--- config.mk ---
export PLATFORM = sky130hd
export DESIGN_NAME = serial_divider16
export DESIGN_NICKNAME = d
export VERILOG_FILES = /design/src/rtl/serial_divider16.sv
export SDC_FILE = /design/constraint.sdc
export NUM_CORES = 1
export LEC_CHECK = 0
export CORE_ASPECT_RATIO = 0.7
export CORE_UTILIZATION = 48
export DETAILED_ROUTE_END_ITERATION = 16
export GPL_TIMING_DRIVEN = 1
export PLACE_DENSITY = 0.7
export SETUP_SLACK_MARGIN = 0.02
export SYNTH_ARGS = -nofsm -noshare
export SYNTH_HDL_FRONTEND = slang
export SYNTH_SLANG_ARGS = --single-unit
--- constraint.sdc ---
create_clock -name clk -period 3.3 [get_ports clk]
set_input_delay 0.33 -clock clk [delete_from_list [all_inputs] [get_ports clk]]
set_output_delay 0.33 -clock clk [all_outputs]
set_load 0.005 [all_outputs]
--- src/rtl/serial_divider16.sv ---
// -----------------------------------------------------------------------------
// serial_divider16
//
// Purpose:
//   16-bit restoring divider, one quotient bit per clock. A start request in
//   IDLE captures the operands; sixteen COMPUTE cycles later the quotient and
//   remainder are latched and DONE is shown for one cycle. A zero divisor
//   skips COMPUTE and goes straight to DONE with quotient = 16'hFFFF,
//   remainder = dividend and div_zero set.
//
// Optional feature:
//   SERIAL_DIVIDER16_SIGNED_EN - when defined, operands and results are two's
//   complement. The core divides magnitudes; the quotient is negated when the
//   operand signs differ (truncation toward zero) and the remainder carries
//   the dividend's sign. Latency is the same in both builds.
//
// Handshake:
//   start is sampled only in IDLE. The edge that sees start=1 in IDLE accepts
//   the request and captures dividend/divisor; start or operand changes at
//   any other time have no effect. busy is high for the whole COMPUTE phase,
//   done is a one-cycle strobe, and quotient/remainder/div_zero change only
//   on entry to DONE or on reset.
//
// Ports:
//   clk        in   1   rising-edge clock
//   reset      in   1   asynchronous, active-high reset
//   start      in   1   operation request, sampled in IDLE
//   dividend   in  16   numerator, captured on the accepting edge
//   divisor    in  16   denominator, captured on the accepting edge
//   quotient   out 16   registered result, holds between operations
//   remainder  out 16   registered result, holds between operations
//   busy       out  1   high while in COMPUTE
//   done       out  1   high for the single DONE cycle
//   div_zero   out  1   last accepted divisor was zero
//   state_dbg  out  2   current FSM state (0 IDLE, 1 COMPUTE, 2 DONE)
// -----------------------------------------------------------------------------
module serial_divider16 (
    input  logic        clk,
    input  logic        reset,
    input  logic        start,
    input  logic [15:0] dividend,
    input  logic [15:0] divisor,
    output logic [15:0] quotient,
    output logic [15:0] remainder,
    output logic        busy,
    output logic        done,
    output logic        div_zero,
    output logic [1:0]  state_dbg
);

    typedef enum logic [1:0] {
        IDLE    = 2'd0,
        COMPUTE = 2'd1,
        DONE    = 2'd2
    } state_t;

    state_t state, state_nxt;

    // dvd_sh starts as the dividend magnitude; each step shifts its MSB into
    // the partial remainder and shifts the new quotient bit in at the LSB, so
    // after sixteen steps it holds the quotient.
    logic [15:0] dvd_sh;
    logic [15:0] dvs_r;
    // The working remainder is 17 bits wide during a step, but between steps
    // it is always smaller than the divisor, so its top bit is never set and
    // only the low 16 bits are stored.
    logic [15:0] prem;
    logic [3:0]  cnt;

    logic [15:0] dvd_mag;
    logic [15:0] dvs_mag;
    logic [16:0] shifted;
    logic [16:0] trial;
    logic        q_bit;
    logic [15:0] rem_nxt;
    logic [15:0] quo_nxt;
    logic [15:0] q_fin;
    logic [15:0] r_fin;

`ifdef SERIAL_DIVIDER16_SIGNED_EN
    logic q_neg;
    logic r_neg;

    assign dvd_mag = dividend[15] ? (~dividend + 16'd1) : dividend;
    assign dvs_mag = divisor[15]  ? (~divisor + 16'd1)  : divisor;
    // -32768 has magnitude 16'h8000, which is still correct as an unsigned
    // magnitude, so -32768 / -1 produces 16'h8000 with no special case.
    assign q_fin   = q_neg ? (~quo_nxt + 16'd1) : quo_nxt;
    assign r_fin   = r_neg ? (~rem_nxt + 16'd1) : rem_nxt;
`else
    assign dvd_mag = dividend;
    assign dvs_mag = divisor;
    assign q_fin   = quo_nxt;
    assign r_fin   = rem_nxt;
`endif

    // One restoring step: bring in the next dividend bit, trial-subtract the
    // divisor at 17-bit width, and keep the difference only if it did not
    // borrow (bit 16 clear).
    assign shifted = {prem, dvd_sh[15]};
    assign trial   = shifted - {1'b0, dvs_r};
    assign q_bit   = ~trial[16];
    assign rem_nxt = q_bit ? trial[15:0] : shifted[15:0];
    assign quo_nxt = {dvd_sh[14:0], q_bit};

    // State register
    always_ff @(posedge clk or posedge reset) begin
        if (reset) begin
            state <= IDLE;
        end else begin
            state <= state_nxt;
        end
    end

    // Next-state and state-decoded outputs
    always_comb begin
        state_nxt = state;
        busy      = 1'b0;
        done      = 1'b0;
        case (state)
            IDLE: begin
                if (start) begin
                    state_nxt = (divisor == 16'd0) ? DONE : COMPUTE;
                end
            end
            COMPUTE: begin
                busy = 1'b1;
                if (cnt == 4'd15) begin
                    state_nxt = DONE;
                end
            end
            DONE: begin
                done      = 1'b1;
                state_nxt = IDLE;
            end
            default: begin
                state_nxt = IDLE;
            end
        endcase
    end

    assign state_dbg = state;

    // Datapath and result registers
    always_ff @(posedge clk or posedge reset) begin
        if (reset) begin
            dvd_sh    <= 16'd0;
            dvs_r     <= 16'd0;
            prem      <= 16'd0;
            cnt       <= 4'd0;
            quotient  <= 16'd0;
            remainder <= 16'd0;
            div_zero  <= 1'b0;
`ifdef SERIAL_DIVIDER16_SIGNED_EN
            q_neg     <= 1'b0;
            r_neg     <= 1'b0;
`endif
        end else begin
            case (state)
                IDLE: begin
                    if (start) begin
                        if (divisor == 16'd0) begin
                            // Raw dividend, not its magnitude, in both builds.
                            quotient  <= 16'hFFFF;
                            remainder <= dividend;
                            div_zero  <= 1'b1;
                        end else begin
                            dvd_sh <= dvd_mag;
                            dvs_r  <= dvs_mag;
                            prem   <= 16'd0;
                            cnt    <= 4'd0;
`ifdef SERIAL_DIVIDER16_SIGNED_EN
                            q_neg  <= dividend[15] ^ divisor[15];
                            r_neg  <= dividend[15];
`endif
                        end
                    end
                end
                COMPUTE: begin
                    dvd_sh <= quo_nxt;
                    prem   <= rem_nxt;
                    cnt    <= cnt + 4'd1;
                    if (cnt == 4'd15) begin
                        quotient  <= q_fin;
                        remainder <= r_fin;
                        div_zero  <= 1'b0;
                    end
                end
                default: begin
                end
            endcase
        end
    end

endmodule

==> results.md, run 1 <==
- Fin crit period: about 3000 ps
- Share of the clock period used by the worst path: 89.5%
- Dominant register cell in the synthesized netlist: sky130_fd_sc_hd__dfrtp_1
- Cell Rows: 29
- Clk pin slew, worst setup/hold paths: roughly 60 ps
- Final setup violation count: 0
- Residual DRC count: 0
- Post-synthesis sequential element count: 87
- Total iterations of the first detailed-routing run: 5
- Register-to-Register Setup Slack: approximately 350 ps
- Class of the tightest hold or removal check: input port to async pin
- Power density relative to cell area: roughly 1200 nW/um^2
- Net switching fraction of the power: between 40% and 50%
- Core Region: about 9100 sq um
- Max_cap viols: 0
- Count of antenna diodes in the layout: 0
- Kind of start point of the critical path: register
- Reported leakage power: between 2 and 3 nW
- Count of boundary I/O pins: 72
- Total overflow reported by the global router: 0
- Fraction of final layout cells sized beyond drive strength 1: between 8 and 9%
- Initial antenna violation count: 0
- Longest Clk Path Bufs: 2
- Hold Vio Cnt, Final: 0
- Worst hold slack: 408 ps
- Final Instance Count excl. Fillers: 668
- Average wire length per cell after detail routing: 16.7 microns
- Synth Net Count: ~520
- Final total power: a little under 7 mW
- Number of distinct library cells after synthesis: 59
- Total length of routed wires: around 11 mm
- Share of total power in sequential cells: between 20 and 30%
- Worst slew margin: between 50% and 60%
- RSZ-0062 raised after global routing: no
- Most common cell after layout, fill and taps aside: sky130_fd_sc_hd__dfrtp_1
- Insertion delay to the later sink of the worst-skew pair: about 340 ps
- Synthesized area per cell: roughly 9.7 sq um
- Sequential cell area fraction in the yosys report: between 40 and 50%
- Async SR Flop Fraction: between 90% and 100%
- HPWL Detailed: ~8 mm
- Core occupancy in the finished layout: between 60% and 70%
- Number of global-route vias before repair: 3671
- Maximum level of the CTS H-tree: 3
- Number of setup buffers added after CTS: 0
- Maximum number of pins on one net before global-route repair: 50
- Num CTS Buffers: 9
- Initial core utilization: about half
- Data required time at the worst endpoint: between 3000 and 4000 ps
- TritonCTS clock tree: yes
- Global-route wire length before repair: roughly 19 mm
- Clk_skew: 4.89 ps
- Final weighted congestion in routability-driven placement: roughly 0.81
- Die area: ~10000 sq um
- Number of vias after detailed routing: 3687
- Worst-path maximum fanout: 14
- Count of fill cells added during filler insertion: 770
- Cell count after placement: 653
- Die H: 83.3 microns
- Number of max-slew violations in the final report: 0
- IO buf count: 71
- Net switching power: approximately 2.9 mW
- Maximum frequency from static timing analysis: ~340 MHz
- Highest-count cells in the layout ignoring fill and taps: sky130_fd_sc_hd__dfrtp_1 (87), sky130_fd_sc_hd__nand2_1 (72), sky130_fd_sc_hd__clkdlybuf4s50_1 (71)
- Final-layout setup total negative slack: 0 ps
- Final nets: 593
- Overall die width: 118 microns
- Data arrival at the endpoint of the critical path: roughly 3200 ps
- Internal power component: between 3 and 4 mW
- Warnings from Yosys: 0
- Crit path capture type: register
- Result of the run: complete, no violations
- Area growth, synth to finish: 25.1%
- Via count normalized by instance count: 5.52
- Antenna Nets Post-Route: 0
- Gate count of the mapped netlist: around 470
- Number of enable flip-flop cells after synthesis: 0
- Number of clock sinks seen by CTS: 87
- Maximum vdd ir drop: ~0.49 mV
- Global routing usage summed across all routing layers: 24.3%
- Power share of the clock group: 13.5%
- Transition time at the pin with the least slew margin: ~700 ps
- Number of DRC markers after the initial detailed-route iteration: between 200 and 300
- Clk root buf: sky130_fd_sc_hd__clkbuf_16
- Number of buffers inserted by hold repair at cts: 0
- Cell area after synthesis: between 4000 and 5000 sq um
- Combinational cell fraction of total power: roughly 58%
- Total of cells resized after clock tree synthesis: 0
- Critical path type: register to register
## routing by layer
layer | vias to the layer above | track usage [%] | share of wire [%]
li1 | 1803 | - | -
met1 | 1784 | 35.4 | 50
met2 | 91 | 37.3 | 45
met3 | 9 | 5.29 | 4.6
met4 | 0 | 5.01 | 0.72
met5 | - | 0 | 0
## sequential cells by signal (all words and copies together), names as in the netlist
| signal | cells |
|---|---|
| cnt | 4 |
| div_zero | 1 |
| dvd_sh | 16 |
| dvs_r | 16 |
| prem | 16 |
| quotient | 16 |
| remainder | 16 |
| state_dbg | 2 |
## worst max-delay path, stage by stage (launching register included)
cell and delay, ps:
sky130_fd_sc_hd__dfrtp_1 370, sky130_fd_sc_hd__inv_1 90, sky130_fd_sc_hd__ha_1 190, sky130_fd_sc_hd__inv_1 60, sky130_fd_sc_hd__fa_1 410, sky130_fd_sc_hd__a211oi_1 270, sky130_fd_sc_hd__o211ai_1 130, sky130_fd_sc_hd__and3_1 230
sky130_fd_sc_hd__nor2_4 170, sky130_fd_sc_hd__xor2_4 410, sky130_fd_sc_hd__mux2_4 360, sky130_fd_sc_hd__o221ai_2 160
## power by group through the flow
| stage | Clock [mW] | Sequential (mW) | Combinational [mW] |
|---|---|---|---|
| finish | 0.924 | 1.97 | 3.96 |
| global route | 0.988 | 2.04 | 4.37 |
| CTS | 0.942 | 1.97 | 3.95 |
| detailed placement | 0 | 1.98 | 3.93 |
| global placement | 0 | 1.97 | 3.82 |
| floorplan | 0 | 1.90 | 2.82 |
## synthesized netlist by cell type (3+ instances only)
library cell	n	area (sq um)
sky130_fd_sc_hd__dfrtp_1	87	2180
sky130_fd_sc_hd__nand2_1	72	270
sky130_fd_sc_hd__o21ai_0	43	215
sky130_fd_sc_hd__a21oi_1	36	180
sky130_fd_sc_hd__nor2_1	27	101
sky130_fd_sc_hd__inv_1	22	82.6
sky130_fd_sc_hd__ha_1	17	213
sky130_fd_sc_hd__o22a_1	17	149
sky130_fd_sc_hd__clkbuf_1	16	60.1
sky130_fd_sc_hd__mux2i_1	14	140
sky130_fd_sc_hd__xnor2_1	9	78.8
sky130_fd_sc_hd__a31oi_1	8	50.1
sky130_fd_sc_hd__nand3_1	8	40.0
sky130_fd_sc_hd__a21o_1	6	45.0
sky130_fd_sc_hd__and3_1	5	31.3
sky130_fd_sc_hd__a31oi_2	4	50.1
sky130_fd_sc_hd__buf_1	4	15.0
sky130_fd_sc_hd__nand2b_1	4	25.0
sky130_fd_sc_hd__nand3_2	4	40.0
sky130_fd_sc_hd__nor2b_1	4	25.0
sky130_fd_sc_hd__nor4_1	4	25.0
sky130_fd_sc_hd__o22ai_1	4	25.0
sky130_fd_sc_hd__xor2_1	4	35.0
sky130_fd_sc_hd__and2_1	3	18.8
sky130_fd_sc_hd__nor3_1	3	15.0
sky130_fd_sc_hd__o31ai_1	3	22.5
## through the flow
step	setup WS (ps)	instance area [sq um]
finish	346	5680
detailed placement	392	5410
global route	96.6	5680
floorplan	711	4540
global placement	471	5410
CTS	341	5680
## kinds of logic after synthesis
logic type,synth area share [%]
AOI/OAI and AO/OA,21.2
muxes,4.00
buffers and inverters,4.05
adders and majority gates,5.13
xor gates and xnor gates,3.48
and+or+nand+nor,14.2
DFF,48.0
## area by class of cell
type	instances	area, sq um	share of cell area, %
clock inverters	3	20.0	0.353
clock buffers	12	246	4.34
well taps	124	155	2.73
repair buffers	82	806	14.2
multi-input cells	337	2180	38.5
flip-flops and latches	87	2180	38.4
inverters	23	87.6	1.54
## worst paths after layout
path,startpoint,to,cells after the start
min,reset,quotient[13],2
max,dvd_sh[15],remainder[0],11
min in group clk,quotient[11],quotient[11],1
max reg2reg,dvd_sh[15],remainder[0],11
max in group asynchronous,reset,dvd_sh[0],3
min reg2reg,quotient[11],quotient[11],1
(Power assumes the default switching activity.)
==> run 2, diff against run 1 <==
--- a/config.mk
+++ b/config.mk
@@ -11,6 +11,7 @@
 export GPL_TIMING_DRIVEN = 1
 export PLACE_DENSITY = 0.7
 export SETUP_SLACK_MARGIN = 0.02
+export SKIP_LAST_GASP = 1
 export SYNTH_ARGS = -nofsm -noshare
 export SYNTH_HDL_FRONTEND = slang
 export SYNTH_SLANG_ARGS = --single-unit
==> results of run 2 <==
Final layout, timing and power as in run 1 (identical DEF).
==> run 3, diff against run 2 <==
--- a/config.mk
+++ b/config.mk
@@ -11,7 +11,6 @@
 export GPL_TIMING_DRIVEN = 1
 export PLACE_DENSITY = 0.7
 export SETUP_SLACK_MARGIN = 0.02
-export SKIP_LAST_GASP = 1
 export SYNTH_ARGS = -nofsm -noshare
 export SYNTH_HDL_FRONTEND = slang
 export SYNTH_SLANG_ARGS = --single-unit
==> results of run 3 <==
Final layout, timing and power as in run 1 (identical DEF).
